<file path="src/rtl/div_sched_pkg.sv">
// ============================================================================
// Module      : div_sched_pkg
// Description : Shared types and constants for the divider request scheduler.
// Revision    : 1.0 - initial release
// ============================================================================
`default_nettype none

package div_sched_pkg;

    typedef enum logic [1:0] {
        ST_IDLE  = 2'd0,
        ST_ISSUE = 2'd1,
        ST_WAIT  = 2'd2,
        ST_RESP  = 2'd3
    } sched_state_t;

    // Quotient returned for a zero divisor; callers slice it to their width.
    function automatic logic [31:0] divzero_quotient();
        return '1;
    endfunction

endpackage

`default_nettype wire

</file>
<file path="src/rtl/rr_arbiter.sv">
// ============================================================================
// Module      : rr_arbiter
// Description : Combinational round-robin picker: first request at or above ptr.
// Revision    : 1.0 - initial release
// ============================================================================
`default_nettype none

module rr_arbiter #(
    parameter int R   = 4,
    parameter int IDW = $clog2(R)
) (
    input  logic [R-1:0]   req,
    input  logic [IDW-1:0] ptr,
    output logic [R-1:0]   grant,
    output logic [IDW-1:0] grant_idx,
    output logic           any
);

    always_comb begin
        int j;
        grant     = '0;
        grant_idx = '0;
        any       = 1'b0;
        j         = 0;
        for (int k = 0; k < R; k++) begin
            j = int'(ptr) + k;
            if (j >= R) begin
                j = j - R;
            end
            if (!any && req[j]) begin
                any       = 1'b1;
                grant[j]  = 1'b1;
                grant_idx = IDW'(j);
            end
        end
    end

endmodule

`default_nettype wire

</file>
<file path="src/rtl/div_request_scheduler.sv">
// ============================================================================
// Module      : div_request_scheduler
// Description : Round-robin sharing of one sequential divider among R clients.
//               Optional macro DIV_SCHED_DIVZERO_EN: zero divisors bypass
//               the divider and answer directly with a divide-by-zero flag.
// Revision    : 1.0 - initial release
// ============================================================================
`default_nettype none

module div_request_scheduler
    import div_sched_pkg::*;
#(
    parameter int N   = 8,
    parameter int M   = 4,
    parameter int R   = 4,
    parameter int IDW = $clog2(R)
) (
    input  logic           clk,
    input  logic           reset,
    input  logic [R-1:0]   req_valid,
    output logic [R-1:0]   req_ready,
    input  logic [R*N-1:0] req_dividend,
    input  logic [R*M-1:0] req_divisor,
    output logic           div_start,
    output logic [N-1:0]   div_dividend,
    output logic [M-1:0]   div_divisor,
    input  logic           div_ready,
    input  logic [N-1:0]   div_quotient,
    input  logic [M-1:0]   div_remainder,
    output logic           rsp_valid,
    input  logic           rsp_ready,
    output logic [IDW-1:0] rsp_id,
    output logic [N-1:0]   rsp_quotient,
    output logic [M-1:0]   rsp_remainder,
    output logic           rsp_divzero
);

    localparam logic [31:0] DZ_QUOT_FULL = divzero_quotient();

    sched_state_t   state_q;
    logic [IDW-1:0] rr_ptr_q;
    logic [IDW-1:0] rr_ptr_d;
    logic           div_start_q;
    logic [N-1:0]   div_dividend_q;
    logic [M-1:0]   div_divisor_q;
    logic           rsp_valid_q;
    logic [IDW-1:0] rsp_id_q;
    logic [N-1:0]   rsp_quotient_q;
    logic [M-1:0]   rsp_remainder_q;
    logic           rsp_divzero_q;

    logic [R-1:0]   w_grant;
    logic [IDW-1:0] w_grant_idx;
    logic           w_any;
    logic           w_accept;
    logic           w_dz;
    logic [N-1:0]   w_dividend;
    logic [M-1:0]   w_divisor;

    rr_arbiter #(
        .R   (R),
        .IDW (IDW)
    ) u_arb (
        .req       (req_valid),
        .ptr       (rr_ptr_q),
        .grant     (w_grant),
        .grant_idx (w_grant_idx),
        .any       (w_any)
    );

    // Accept depends only on registered state and the request/idle inputs.
    assign w_accept  = (state_q == ST_IDLE) && div_ready && w_any && !reset;
    assign req_ready = w_accept ? w_grant : '0;
    assign rr_ptr_d  = (w_grant_idx == IDW'(R - 1)) ? '0 : w_grant_idx + IDW'(1);

    always_comb begin
        w_dividend = '0;
        w_divisor  = '0;
        for (int i = 0; i < R; i++) begin
            if (w_grant[i]) begin
                w_dividend = w_dividend | req_dividend[i*N +: N];
                w_divisor  = w_divisor  | req_divisor[i*M +: M];
            end
        end
    end

`ifdef DIV_SCHED_DIVZERO_EN
    assign w_dz = (w_divisor == '0);
`else
    assign w_dz = 1'b0;
`endif

    always_ff @(posedge clk or posedge reset) begin
        if (reset) begin
            state_q         <= ST_IDLE;
            rr_ptr_q        <= '0;
            div_start_q     <= 1'b0;
            div_dividend_q  <= '0;
            div_divisor_q   <= '0;
            rsp_valid_q     <= 1'b0;
            rsp_id_q        <= '0;
            rsp_quotient_q  <= '0;
            rsp_remainder_q <= '0;
            rsp_divzero_q   <= 1'b0;
        end else begin
            div_start_q <= 1'b0;
            case (state_q)
                ST_IDLE: begin
                    if (w_accept) begin
                        div_dividend_q <= w_dividend;
                        div_divisor_q  <= w_divisor;
                        rsp_id_q       <= w_grant_idx;
                        rr_ptr_q       <= rr_ptr_d;
                        if (w_dz) begin
                            rsp_quotient_q  <= DZ_QUOT_FULL[N-1:0];
                            rsp_remainder_q <= w_dividend[M-1:0];
                            rsp_divzero_q   <= 1'b1;
                            rsp_valid_q     <= 1'b1;
                            state_q         <= ST_RESP;
                        end else begin
                            div_start_q <= 1'b1;
                            state_q     <= ST_ISSUE;
                        end
                    end
                end
                ST_ISSUE: begin
                    state_q <= ST_WAIT;
                end
                ST_WAIT: begin
                    if (div_ready) begin
                        rsp_quotient_q  <= div_quotient;
                        rsp_remainder_q <= div_remainder;
                        rsp_divzero_q   <= 1'b0;
                        rsp_valid_q     <= 1'b1;
                        state_q         <= ST_RESP;
                    end
                end
                ST_RESP: begin
                    if (rsp_ready) begin
                        rsp_valid_q <= 1'b0;
                        state_q     <= ST_IDLE;
                    end
                end
                default: begin
                    state_q <= ST_IDLE;
                end
            endcase
        end
    end

    assign div_start     = div_start_q;
    assign div_dividend  = div_dividend_q;
    assign div_divisor   = div_divisor_q;
    assign rsp_valid     = rsp_valid_q;
    assign rsp_id        = rsp_id_q;
    assign rsp_quotient  = rsp_quotient_q;
    assign rsp_remainder = rsp_remainder_q;
    assign rsp_divzero   = rsp_divzero_q;

endmodule

`default_nettype wire

</file>
<file path="config.mk">
export PLATFORM = sky130hd
export DESIGN_NAME = div_request_scheduler
export DESIGN_NICKNAME = d
export VERILOG_FILES = /design/src/rtl/div_sched_pkg.sv /design/src/rtl/rr_arbiter.sv /design/src/rtl/div_request_scheduler.sv
export SDC_FILE = /design/constraint.sdc
export NUM_CORES = 1
export LEC_CHECK = 0
export ABC_AREA = 1
export CAP_MARGIN = 25
export CORE_ASPECT_RATIO = 1.1
export CORE_MARGIN = 5
export CORE_UTILIZATION = 38
export CTS_CLUSTER_SIZE = 14
export DETAILED_ROUTE_END_ITERATION = 8
export PLACE_DENSITY = 0.8
export SYNTH_ARGS = -nofsm -noshare
export SYNTH_HDL_FRONTEND = slang
export SYNTH_SLANG_ARGS = --single-unit
export TNS_END_PERCENT = 20
</file>
<file path="constraint.sdc">
create_clock -name clk -period 2.2 [get_ports clk]
set_input_delay 0.33 -clock clk [delete_from_list [all_inputs] [get_ports clk]]
set_output_delay 0.33 -clock clk [all_outputs]
set_load 0.02 [all_outputs]
</file>
==> qor.csv, run 1 <==
metric,value,unit
outcome,finished with violations,
failing checks,setup timing,
worst vdd ir,0.720,mV
Max-cap violations,0,
vias per cell,4.68,
power per cell area,1540,mW/mm2
"Reg clk slew, reported paths",70,ps
hold buffer count at CTS,0,
Fill cells,498,
final hold violation count,0,
fin area,0.00354,mm2
fraction of layout cells with a size suffix above 1,0.241,
fmax,0.445,GHz
Yosys cell types,33,
die area,0.00737,mm2
max incr delay on CP,370,ps
startpoint types,flop,
cell count after synthesis,273,
vias post-DR,2224,
maximum root-to-sink buffer count,2,
Final Max Tran Viols,0,
WL per Instance,13.5,um
clock sink count,32,
Remaining DRCs,0,
H-Tree Depth,2,
Total Wirelength,6.41,mm
slew at the pin closest to its max-slew limit,530,ps
final worst slack,-45.0,ps
Main synth FF type,dfrtp_1,
Skew-Pair Late Insertion Delay,290,ps
Final ANT Viol Nets,0,
required time of the critical path,1870,ps
row count,29,
Final period util,1.02,
dpl hpwl,5.10,mm
crit path kind,flop to output port,
DP Area,0.00339,mm2
"Seq/Total Area, Yosys",0.366,
I/O Buffers,99,
# diodes,0,
setup TNS,-172,ps
clk_skew,4.70,ps
Post-Syn Area,0.00219,mm2
Post-synth EDFFs,0,
Leakage,1.60,nW
core area,0.00570,mm2
Pre-Repair DR Iteration Count,4,
WP buf/inv,5,
net count reported at finish,474,
grt ovf,0,
Clock Tree Root,clkbuf_8,
syn_nets,350,
Crit Path Max Fanout,6,
Die Span X,82.3,um
I/O pin total,101,
gpl congestion,0.917,
largest net degree at the start of global routing,33,
syn avg cell area,8.01,um2
"commonest non-fill, non-tap cell in the layout",clkdlybuf4s50_1,
first-pass GRT wire length,9.89,mm
vias in the first global route,2232,
RSZ-0062 raised after global routing,true,
slowest cell on the critical path,dfrtp_2,
violation count after the first detailed-route iteration,53,
total power,5.44,mW
Final setup viols,4,
yosys warns,0,
endpoint class of the critical path,output port,
area of the multi-input gates,0.00127,mm2
critical-path cell list,inv_2 > ha_4 > buf_6 > nand3_4 > nand2_4 > nand3_4 > nor2_4 > nand3_2 > nand2_4 > inv_6 > nand2_2 > inv_2 > buf_6,
total CTS buffers,5,
area grow syn2layout,62.0,%
TritonCTS clock tree,built,
HP Class,input port to async pin,
FF/Latch Area,802,um2
Initial Util,0.384,
gr usage total,0.173,
pre-CTS WS,-411,ps
CP arrival,1920,ps
Async SR Flop Fraction,1.00,
synthesized flop and latch total,32,
initial antenna violation count,0,
fin crit period,2250,ps
"commonest non-fill, non-tap cells in the layout","clkdlybuf4s50_1, nand2_1, nor2_1",
Post-Route Utilization,0.622,
relative slew slack,0.646,
Die Ht,89.6,um
top cell family by delay on the critical path,simple AND/OR/NAND/NOR gates,
[per-stage QoR]
step           hold WS [ps]  std cells
2_1_floorplan           451        273
3_3_place_gp            477        465
3_5_place_dp            485        465
4_1_cts                 468        475
5_1_grt                 517        475
6_report                454        475
[sequential cells by signal (all words and copies together), names as in the netlist]
register       count
div_dividend       8
rsp_quotient       8
div_divisor        4
rsp_remainder      4
rr_ptr_q           2
rsp_id             2
state_q            2
div_start          1
rsp_valid          1
[report_power, final]
part | internal [mW] | switching, mW
logic | 1.77 | 2.17
registers | 0.886 | 0.150
clock network | 0.224 | 0.239
[cell usage after synthesis (2+ instances only)]
| cell type | number | share of area |
|---|---|---|
| mux2_2 | 12 | 0.062 |
| inv_4 | 2 | 0.0057 |
| nand3_1 | 14 | 0.032 |
| nand2_2 | 5 | 0.014 |
| a21boi_0 | 2 | 0.0069 |
| nand2_4 | 5 | 0.026 |
| ha_1 | 9 | 0.051 |
| nand3_4 | 3 | 0.024 |
| inv_1 | 16 | 0.027 |
| buf_4 | 2 | 0.0069 |
| dfrtp_1 | 32 | 0.37 |
| nand2_1 | 90 | 0.15 |
| nor2_4 | 3 | 0.015 |
| a21oi_2 | 2 | 0.0080 |
| buf_6 | 5 | 0.026 |
| nand3_2 | 7 | 0.032 |
| nand4_1 | 4 | 0.011 |
| o21ai_0 | 7 | 0.016 |
| nor2_1 | 38 | 0.065 |
| o22ai_1 | 2 | 0.0057 |
[worst min-delay path, cell delays in order]
cell and delay, ps:
clkdlybuf4s50_1 400, inv_1 70, buf_4 370
[logic make-up after synthesis]
group                      count (synthesis)  share of synthesized area
AOI/OAI and AO/OA                         19                     0.0583
xor gates and xnor gates                   1                    0.00401
adders and majority gates                  9                     0.0515
buffers and inverters                     28                     0.0761
DFF                                       32                      0.366
muxes                                     12                     0.0618
other                                      1                    0.00171
and+or+nand+nor                          171                      0.380
[timing repair]
action	in CTS	in global routing
resized for setup	30	13
setup endpoints to repair	5	5
pin swaps	5	5
setup buffers	2	0
gates cloned	0	0
[layer usage]
metal  GRT usage  part of all wire
met1       0.178              0.36
met2       0.339              0.55
met3      0.0444             0.073
met4      0.0483             0.013
met5           0                 0
[area by class of cell]
class	count	share of cell area
repair buffers	126	0.339
multi-input cells	213	0.358
clock inverters	3	0.00671
flip-flops and latches	32	0.226
inverters	19	0.0230
clock buffers	5	0.0194
well taps	77	0.0272
[final timing paths]
kind	from	to	slack (ps)	depth (start not counted)
setup / recovery	rr_ptr_q[0]	req_ready[3]	-50	13
hold reg to reg	rsp_id[0]	rsp_id[0]	500	1
max in group asynchronous	reset	rr_ptr_q[0]	1420	3
hold / removal	reset	rsp_quotient[6]	450	3
min in group clk	rsp_id[0]	rsp_id[0]	500	1
setup reg to reg	rr_ptr_q[0]	rr_ptr_q[1]	40	14
Note: power is estimated with default switching activity, not from simulation.
==> run 2: changes to the inputs <==
- PLACE_DENSITY: 0.8 -> unset
- PLACE_DENSITY_LB_ADDON: unset -> 0.1
==> qor.csv, run 2 (synthesis gave the netlist of run 1 again) <==
metric,value,unit,change
outcome,finished with violations,,
failing checks,setup timing,,
fmax,0.447,GHz,+0.35%
Max-cap violations,0,,unchanged
core area,0.00570,mm2,unchanged
TritonCTS clock tree,built,,
power per cell area,1590,mW/mm2,+3.7%
Flop pwr share,0.177,,-0.014
grt ovf,0,,unchanged
area of the multi-input gates,0.00127,mm2,about the same
Crit Reg-Reg Startpoint,rr_ptr_q[1],,
net count reported at finish,483,,+1.9%
RSZ-0062 raised after global routing,true,,
# diodes,0,,unchanged
I/O Buffers,99,,unchanged
Final Max Tran Viols,0,,unchanged
gr usage total,0.174,,+0.000347
H-Tree Depth,2,,unchanged
relative slew slack,0.642,,-0.00340
total CTS buffers,5,,unchanged
NetSw,2.57,mW,+0.45%
crit path kind,flop to output port,,
dpl hpwl,4.92,mm,-3.6%
largest net degree at the start of global routing,33,,unchanged
"non-filler cells, final",484,,+1.9%
"commonest non-fill, non-tap cell in the layout",clkdlybuf4s50_1,,
hold buffer count at CTS,0,,unchanged
HP Class,input port to async pin,,
combinational power share,0.725,,about the same
final hold violation count,0,,unchanged
Die Span X,82.3,um,unchanged
slew at the pin closest to its max-slew limit,535,ps,+5.08 ps
FF/Latch Area,802,um2,unchanged
Fill cells,515,,+3.4%
first-pass GRT wire length,9.92,mm,+0.28%
I/O pin total,101,,unchanged
Skew-Pair Late Insertion Delay,280,ps,about the same
area grow syn2layout,66.2,%,
final worst slack,-37.2,ps,+7.83 ps
CP Launch Point,rr_ptr_q[0],,
Hold Slack,470,ps,+16.5 ps
Clock Tree Root,clkbuf_8,,
Final ANT Viol Nets,0,,unchanged
required time of the critical path,1870,ps,about the same
Final setup viols,5,,+1
violation count after the first detailed-route iteration,63,,+19%
Cell Int Power,3.22,mW,+12%
"commonest non-fill, non-tap cells in the layout","clkdlybuf4s50_1, nand2_1, nor2_1",,
Initial Util,0.384,,unchanged
CP arrival,1910,ps,about the same
Die Ht,89.6,um,unchanged
# placed instances,468,,+0.65%
worst vdd ir,1.02,mV,+41%
startpoint types,flop,,
clock sink count,32,,unchanged
vias post-DR,2173,,-2.3%
fraction of layout cells with a size suffix above 1,0.260,,+0.0192
clk_skew,6.37,ps,+1.68 ps
vias in the first global route,2112,,-5.4%
"Reg clk slew, reported paths",70,ps,about the same
endpoint class of the critical path,output port,,
fin crit period,2240,ps,-7.83 ps
Crit Path Max Fanout,5,,-1
gpl congestion,0.861,,-6.1%
Final period util,1.02,,-0.00356
row count,29,,unchanged
initial antenna violation count,0,,unchanged
Remaining DRCs,0,,unchanged
die area,0.00737,mm2,unchanged
clock power share,0.097,,+0.012
maximum root-to-sink buffer count,2,,unchanged
vias per cell,4.49,,-4.1%
Leakage,1.65,nW,+3.1%
Pre-Repair DR Iteration Count,4,,unchanged
WL per Instance,13.1,um,-2.7%
Total Wirelength,6.35,mm,-0.89%
sw frac,0.444,,-0.0263
==> run 2: through the flow <==
step / util / total power, mW / worst slack [ps] / setup TNS (ps) / cell area, um2
2_1_floorplan: - / 3.46 / 11.1 / 0 / 2200
3_3_place_gp: 0.598 / 4.82 / -400 / -1750 / 3410
3_5_place_dp: 0.598 / 4.89 / -399 / -1760 / 3410
4_1_cts: 0.631 / 5.69 / -69.4 / -292 / 3600
5_1_grt: 0.638 / 6.29 / -153 / -793 / 3640
6_report: 0.638 / 5.79 / -37.2 / -162 / 3640
==> run 2: power groups by stage <==
stage / sequential (mW) / clock, mW / combinational, mW
after floorplan: 1.37 / 0 / 2.09
after global placement: 1.02 / 0 / 3.80
after detailed placement: 1.04 / 0 / 3.85
after CTS: 1.03 / 0.580 / 4.08
after global routing: 1.07 / 0.609 / 4.62
final: 1.03 / 0.564 / 4.20
==> run 2: final cells by class <==
class                   instances  share of cell area
flip-flops and latches         32               0.221
clock buffers                   6              0.0200
multi-input cells             213               0.348
repair buffers                135               0.353
inverters                      19              0.0217
clock inverters                 2             0.00964
well taps                      77              0.0265
==> run 2: timing repair <==
item | 4_1_cts | 5_1_grt
pin swaps | 9 | 11
setup endpoints to repair | 6 | 9
gates cloned | 0 | 0
setup buffers | 8 | 1
gates resized for setup | 35 | 12
==> run 2: worst max-delay path, stage by stage (launching register included) <==
cell	delay (ps)
dfrtp_2	410
inv_2	90
ha_4	230
inv_4	70
nand3_4	70
nand2_4	80
nand3_4	90
nor2_4	140
nand3_2	100
nand2_4	90
inv_4	50
nand2_2	50
inv_2	30
buf_6	120
==> run 2: path summary, 6_finish.rpt <==
kind,end,slack [ps],cells after the start
setup / recovery,req_ready[2],-40,13
hold / removal,div_divisor[0],470,3
setup reg to reg,rr_ptr_q[1],-20,14
hold reg to reg,rsp_id[0],500,1
max in group asynchronous,rr_ptr_q[0],1400,3
min in group clk,rsp_id[0],500,1
==> run 2: layer usage <==
layer | GRT usage | share of wire
met1 | 0.226 | 0.44
met2 | 0.281 | 0.48
met3 | 0.0484 | 0.071
met4 | 0.0483 | 0.012
met5 | 0 | 0
